**src/rtl/block_padder_pkg.sv**
```systemverilog
// Shared rate/word geometry and FSM encoding for the keccak absorb-side padder.
package block_padder_pkg;

    localparam int unsigned RATE_WORDS = 18;
    localparam int unsigned WORD_W     = 32;
    localparam int unsigned RATE_W     = 576;
    localparam int unsigned CNT_W      = 5;

    localparam logic [CNT_W-1:0] CNT_LAST_SLOT = CNT_W'(RATE_WORDS - 1);
    localparam logic [CNT_W-1:0] CNT_FULL      = CNT_W'(RATE_WORDS);

    localparam logic [2:0] ST_ABSORB    = 3'd0;
    localparam logic [2:0] ST_FILL      = 3'd1;
    localparam logic [2:0] ST_FULL      = 3'd2;
    localparam logic [2:0] ST_FULL_LAST = 3'd3;
    localparam logic [2:0] ST_DONE      = 3'd4;

    // Final-bit marker of the multi-rate padding, carried by the last word of the last block.
    function automatic logic [WORD_W-1:0] mark_final(input logic [WORD_W-1:0] w);
        return w | {{(WORD_W-8){1'b0}}, 8'h80};
    endfunction

endpackage

```
**src/rtl/block_padder_pad_word.sv**
```systemverilog
// Masks bytes past byte_num in the final message word and inserts the domain-separation byte.
module pad_word
    import block_padder_pkg::*;
#(
    parameter logic [7:0] PAD_BYTE = 8'h01
) (
    input  logic [WORD_W-1:0] in,
    input  logic [1:0]        byte_num,
    input  logic              is_last,
    output logic [WORD_W-1:0] out
);

    always_comb begin
        out = in;
        if (is_last) begin
            case (byte_num)
                2'd0:    out = {PAD_BYTE, 24'h0};
                2'd1:    out = {in[31:24], PAD_BYTE, 16'h0};
                2'd2:    out = {in[31:16], PAD_BYTE, 8'h0};
                default: out = {in[31:8], PAD_BYTE};
            endcase
        end
    end

endmodule

```
**src/rtl/block_padder.sv**
```systemverilog
// Packs 32-bit message words into 576-bit rate blocks and appends keccak padding.
module block_padder
    import block_padder_pkg::*;
#(
    parameter logic [7:0] PAD_BYTE = 8'h01
) (
    input  logic              clk,
    input  logic              reset,
    input  logic [31:0]       in,
    input  logic              in_ready,
    input  logic              is_last,
    input  logic [1:0]        byte_num,
    output logic              ack,
    output logic [575:0]      out,
    output logic              out_ready,
    input  logic              f_ack
);

    logic [2:0]        state;
    logic [CNT_W-1:0]  counter;
    logic              last_seen;
    logic [WORD_W-1:0] padded;
    logic [WORD_W-1:0] next_word;
    logic              fill_en;
    logic              shift_en;
    logic              slot_last;
    logic              word_final;

    pad_word #(.PAD_BYTE(PAD_BYTE)) u_pad_word (
        .in       (in),
        .byte_num (byte_num),
        .is_last  (is_last),
        .out      (padded)
    );

    assign ack = in_ready & ~out_ready & ~last_seen & ~reset;

    always_comb begin
        fill_en    = (state == ST_FILL) && last_seen && !out_ready && (counter < CNT_FULL);
        shift_en   = ack | fill_en;
        slot_last  = (counter == CNT_LAST_SLOT);
        word_final = fill_en | is_last;
        next_word  = fill_en ? '0 : padded;
        if (slot_last && word_final)
            next_word = mark_final(next_word);
    end

    always_ff @(posedge clk) begin
        if (reset) begin
            out       <= '0;
            out_ready <= 1'b0;
            counter   <= '0;
            last_seen <= 1'b0;
            state     <= ST_ABSORB;
        end else if (shift_en) begin
            out     <= {out[RATE_W-WORD_W-1:0], next_word};
            counter <= counter + 1'b1;
            if (ack && is_last)
                last_seen <= 1'b1;
            if (slot_last) begin
                out_ready <= 1'b1;
                state     <= word_final ? ST_FULL_LAST : ST_FULL;
            end else if (ack && is_last) begin
                state <= ST_FILL;
            end
        end else if (out_ready && f_ack) begin
            // Releasing the final block parks the padder; a fresh message needs reset.
            out_ready <= 1'b0;
            counter   <= '0;
            state     <= (state == ST_FULL_LAST) ? ST_DONE : ST_ABSORB;
        end
    end

endmodule

```
**config.mk**
```make
export PLATFORM = sky130hd
export DESIGN_NAME = block_padder
export DESIGN_NICKNAME = d
export VERILOG_FILES = /design/src/rtl/block_padder_pkg.sv /design/src/rtl/block_padder_pad_word.sv /design/src/rtl/block_padder.sv
export SDC_FILE = /design/constraint.sdc
export NUM_CORES = 1
export LEC_CHECK = 0
export BUFFER_PORTS_ARGS = -buffer_cell sky130_fd_sc_hd__buf_4
export CORE_MARGIN = 4
export CORE_UTILIZATION = 40
export CTS_CLUSTER_SIZE = 14
export DETAILED_ROUTE_END_ITERATION = 16
export PLACE_DENSITY = 0.62
export SYNTH_ARGS = -nofsm -noshare
export SYNTH_HDL_FRONTEND = slang
export SYNTH_HIERARCHICAL = 1
export SYNTH_SLANG_ARGS = --single-unit
```
**constraint.sdc**
```tcl
create_clock -name clk -period 2.4 [get_ports clk]
set_clock_uncertainty 0.05 [all_clocks]
set_input_delay 0.12 -clock clk [delete_from_list [all_inputs] [get_ports clk]]
set_output_delay 0.12 -clock clk [all_outputs]
set_load 0.02 [all_outputs]
```
Word level (Yosys, flattened, before mapping):

Index checks and enable logic that the tools add are counted.
W data, S select, Z words.

* multiplexer cells: 15
* equal/unequal tests: 7
* magnitude comparators: 1
* reductions and logical operators: 12
* bitwise logic cells: 8
* add/subtract/negate cells: 1

Operators by type and width (number)
* $pmux W32 S3: 1
* $mux W32: 2
* $mux W3: 5
* $mux W5: 2
* $mux W8: 1
* $logic_and A1 B1 Y1: 6
* $reduce_and A2 Y1: 3
* $add A5 B1 Y5 const B: 1
* $eq A5 B5 Y1 const B: 1
* $lt A5 B5 Y1 const B: 1
* $mux W1: 4
* $and A1 B1 Y1: 3
* $eq A3 B1 Y1 const B: 1
* $eq A3 B2 Y1 const B: 1
* $ne A3 B1 Y1 const B: 1
* $not A1 Y1: 3
* $eq A2 B1 Y1 const B: 1
* $eq A2 B2 Y1 const B: 1
* $logic_not A2 Y1: 1
* $ne A2 B1 Y1 const B: 1
* $or A1 B1 Y1: 2
* $reduce_bool A2 Y1: 1
* $logic_not A1 Y1: 1

* output and inout bits: 578
* bits of input ports: 39
* bits in registers: 586
* logic and storage cells: 49

Longest topological paths before layout:

* depth after elaboration: 8
* mapped depth: 10
* gate-level depth less buffers: 6

Cells and area by module:

The synthesis kept the hierarchy.

By module, submodules not included
* block_padder: seq. area each 11731.3 µm², area each 24153.2 µm², cells each 2561, times used 1
* pad_word: seq. area each 0.0 µm², area each 270.3 µm², cells each 39, times used 1

Worst setup path before layout:

Ideal clock, no wire load.

* path kind: reg2reg
* from: register out_ready
* to: register out[216]
* setup time: 143 ps
* period minus slack after synthesis: 1956 ps
* stages on the path, launching flop included: 10
* arrival time: 1762 ps
* required time: 2207 ps
* slack: 444 ps
* cell sequence: dfxtp_1 > or4b_1 > buf_2 > clkinv_2 > a31oi_1 > buf_4 > buf_2 > buf_2 > nand2_1 > a21oi_2

* longest elaborated chain between the ends: 5
* elaborated cells between the ends (all ways): 8
* those cells by class: bitwise (5); reduce/logical (3)

Ends and longest elaborated chain
* start: declaration: line block_padder.sv:15 `output logic out_ready,`
* start signal: assignment: line block_padder.sv:51 `out_ready <= 1'b0;`
* start signal: assignment: line block_padder.sv:61 `out_ready <= 1'b1;`
* start signal: assignment: line block_padder.sv:68 `out_ready <= 1'b0;`
* $not A1 Y1: line block_padder.sv:36 `assign ack = in_ready & ~out_ready & ~last_seen & ~reset;`
* $and A1 B1 Y1 (3 in a row): line block_padder.sv:36
* $or A1 B1 Y1 *: line block_padder.sv:40 `shift_en = ack | fill_en;`
* end signal: assignment: line block_padder.sv:56 `out <= {out[RATE_W-WORD_W-1:0], next_word};`
* end: declaration: line block_padder.sv:14 `output logic [575:0] out,`

Mark *: on every way between the ends. The rest lies on a longest branch, timed or not.
A chain may end at the register's enable or synchronous reset.

Final worst setup path:

* from: register out_ready
* to: output port ack

* longest elaborated chain between the ends: 4

Ends and longest elaborated chain
* $not A1 Y1: line block_padder.sv:36
* $and A1 B1 Y1 (3 in a row): line block_padder.sv:36
* end: declaration: line block_padder.sv:13 `output logic ack,`

Every way passes these cells.

==> results.cfg <==
[global_routing]
overflow = 0
antenna_found_initial = 0
grt_pass1_vias = 19400
grt_max_degree = 149
grt_usage = 0.2256
grt_pass1_wl_um = 115700

[setup_path]
cp-start-kind = flop
crit_fanout = 37
crit_required_ns = 2.23
path_class = flop to output port
cp_slowest_cell = or4b_1
cpPeakStageDelay_ns = 0.55
worstPathArrival_ns = 2.13
endpoint_kind = output port
cp_cell_sequence = or4b_1 > clkinv_2 > buf_8 > buf_4

[routing]
viasPerCell = 4.912
ant_nets = 0
drt_iter0_drc = 1205
avgRoutedWirePerCell_um = 19.35
routed_wl_um = 77830
vias = 19760
post-route-drc-count = 0
dr.pass1.iters = 5

[die]
num_io_pins = 617
core_um2 = 60360
fp.dieH_um = 255.1
num_rows = 90
design.die.area_um2 = 65080
start_util = 0.4046
die_x_um = 255.1

[timing]
max_slew.worst_pin.slew_ns = 1.180
slew_violations = 0
fmax_mhz = 435.0
worst_slack_ns = 0.1010
hold_viol = 1
slew_headroom = 0.2135
min_period_ns = 2.299
period_share = 0.9579
finalSetupTns_ns = 0
holdWs_ns = -0.01325
rsz0062_at_grt = no
finalSetupViolations = 0

[placed_design]
place_area_um2 = 28940
pre_cts_ws_ns = -0.1222
port_buffers = 616
place.gp.congestion = 0.8654
dp_hpwl_um = 56310

[cells_and_area]
antenna_cells = 0
final_common_cell = nand2_1
drive_gt1_frac = 0.5480
postLayoutCellArea_um2 = 31710
areaGrowthSynthToFinish_pct = 29.85
nNetsFinal = 3233
final_cell_mix = 656 x nand2_1, 638 x buf_4, 586 x dfxtp_1

[synth]
syn_nets = 2641
ys_async_sr_fraction = 0
avgSynthCellArea_um2 = 9.394
synth_edf_count = 0
ys_seq_elements = 586
ys.flop_type = dfxtp_1
syn-cell-area_um2 = 24420
yosys_warnings = 6
yosysUniqueCellTypes = 43
synth_cells = 2600
ys_seq_area_frac = 0.4803

[cts]
clk_pin_slew_ns = 0.06
cts_tree = built
cts_sinks = 586
root_buffer = clkbuf_16
cts_htree_levels = 2
cts_buffers = 61
cts_buffer_depth = 3
clkLatencyLatePin_ns = 0.61

[run_status]
status = complete, but fails checks
violations = negative hold slack

[power_and_ir_drop]
ir_drop_uv = 518.2
cellLeakagePower_nw = 11.45
pwr_density_cell_nw_per_um2 = 663.3

[flow_run]
max_cap_viol_count = 0

[worst_hold_path]
hold_path_class = input port to flop
-- synth_stat cells (2+ instances only) --
| cell type | count | area (µm²) |
|---|---|---|
| buf_12 | 56 | 1121 |
| nand4_1 | 2 | 12.51 |
| buf_6 | 5 | 56.30 |
| ha_1 | 2 | 25.02 |
| buf_1 | 2 | 7.510 |
| or3_1 | 3 | 18.77 |
| buf_2 | 61 | 305.3 |
| and2_1 | 7 | 43.79 |
| dfxtp_1 | 586 | 11730 |
| nand3_1 | 7 | 35.03 |
| a21oi_2 | 500 | 4379 |
| nand2_1 | 656 | 2462 |
| clkbuf_1 | 70 | 262.8 |
| nor2b_1 | 22 | 137.6 |
| o21ai_0 | 3 | 15.01 |
| nor2_1 | 4 | 15.01 |
| inv_1 | 3 | 11.26 |
| a21oi_1 | 85 | 425.4 |
| nand2b_1 | 3 | 18.77 |
| nand2_2 | 500 | 3128 |
-- flip-flops by register name, summed over array words and instances (netlist names) --
name	flops
last_seen	1
out	576
state	3
counter	5
out_ready	1
-- path summary, 6_finish.rpt --
| path | end | start | slack (ns) | depth (start not counted) |
|---|---|---|---|---|
| setup / recovery | ack | out_ready$_SDFFE_PP0P_ | 0.10 | 4 |
| hold / removal | out[39]$_SDFFE_PP0P_ | reset | -0.01 | 3 |
| setup reg to reg | out[318]$_SDFFE_PP0P_ | out_ready$_SDFFE_PP0P_ | 0.21 | 7 |
| hold reg to reg | out[547]$_SDFFE_PP0P_ | out[547]$_SDFFE_PP0P_ | 0.41 | 2 |
-- power by group --
part           switching (mW)  leakage (nW)  internal [mW]  total [mW]
sequential             0.0381          4.72           9.76        9.80
clock                    3.97          1.05           6.05        10.0
combinational           0.884          5.68          0.341        1.22
total                    4.89          11.4           16.1        21.0
-- layout make-up --
class,count,area (µm²)
clock inverter,24,337.8
inverter,4,16.27
timing repair buffer,724,5912
clock buffer,88,1800
multi-input combinational,1815,10940
tap,782,978.4
sequential,586,11730
fill,5608,28640
-- kinds of logic after synthesis --
kind of cell,after synthesis,share of synthesized area
AO/OA/AOI/OAI,598,0.2010
XOR/XNOR,1,0.0003587
adder cells (fa/ha/maj),2,0.001024
buffers and inverters,200,0.07295
flip-flops,586,0.4803
multiplexers,2,0.0009221
AND/OR/NAND/NOR,1211,0.2434
-- layer usage --
metal,global-route usage,wire (µm)
met5,0,0
met2,0.3877,38080
met3,0.07245,6523
met4,0.07763,2766
met1,0.2672,30460
-- through the flow --
step	util	cells	hold WS, ns	total power [mW]
4_1_cts	0.5247	4021	0.01433	21.26
6_report	0.5254	4023	-0.01325	21.04
3_3_place_gp	0.4795	3851	0.3911	11.13
5_1_grt	0.5254	4023	0.05776	21.72
3_5_place_dp	0.4795	3851	0.4054	11.14
2_1_floorplan	-	2600	0.2080	11.04
-- timing repair --
action,4_1_cts,5_1_grt
endpoints found under the hold margin,42,0
hold buffers,57,0
gates resized for setup,3,3
buffers inserted,0,2
pin swaps,1,0
cloned,1,0
endpoints found under the setup margin,206,207
-- critical path: cells and delay by family, from the launching register on --
family                 cells  cell delay [ns]
flip-flops                 1             0.33
buffers and inverters      3             0.61
AND/OR/NAND/NOR            1             0.55
(Power assumes the default switching activity.)
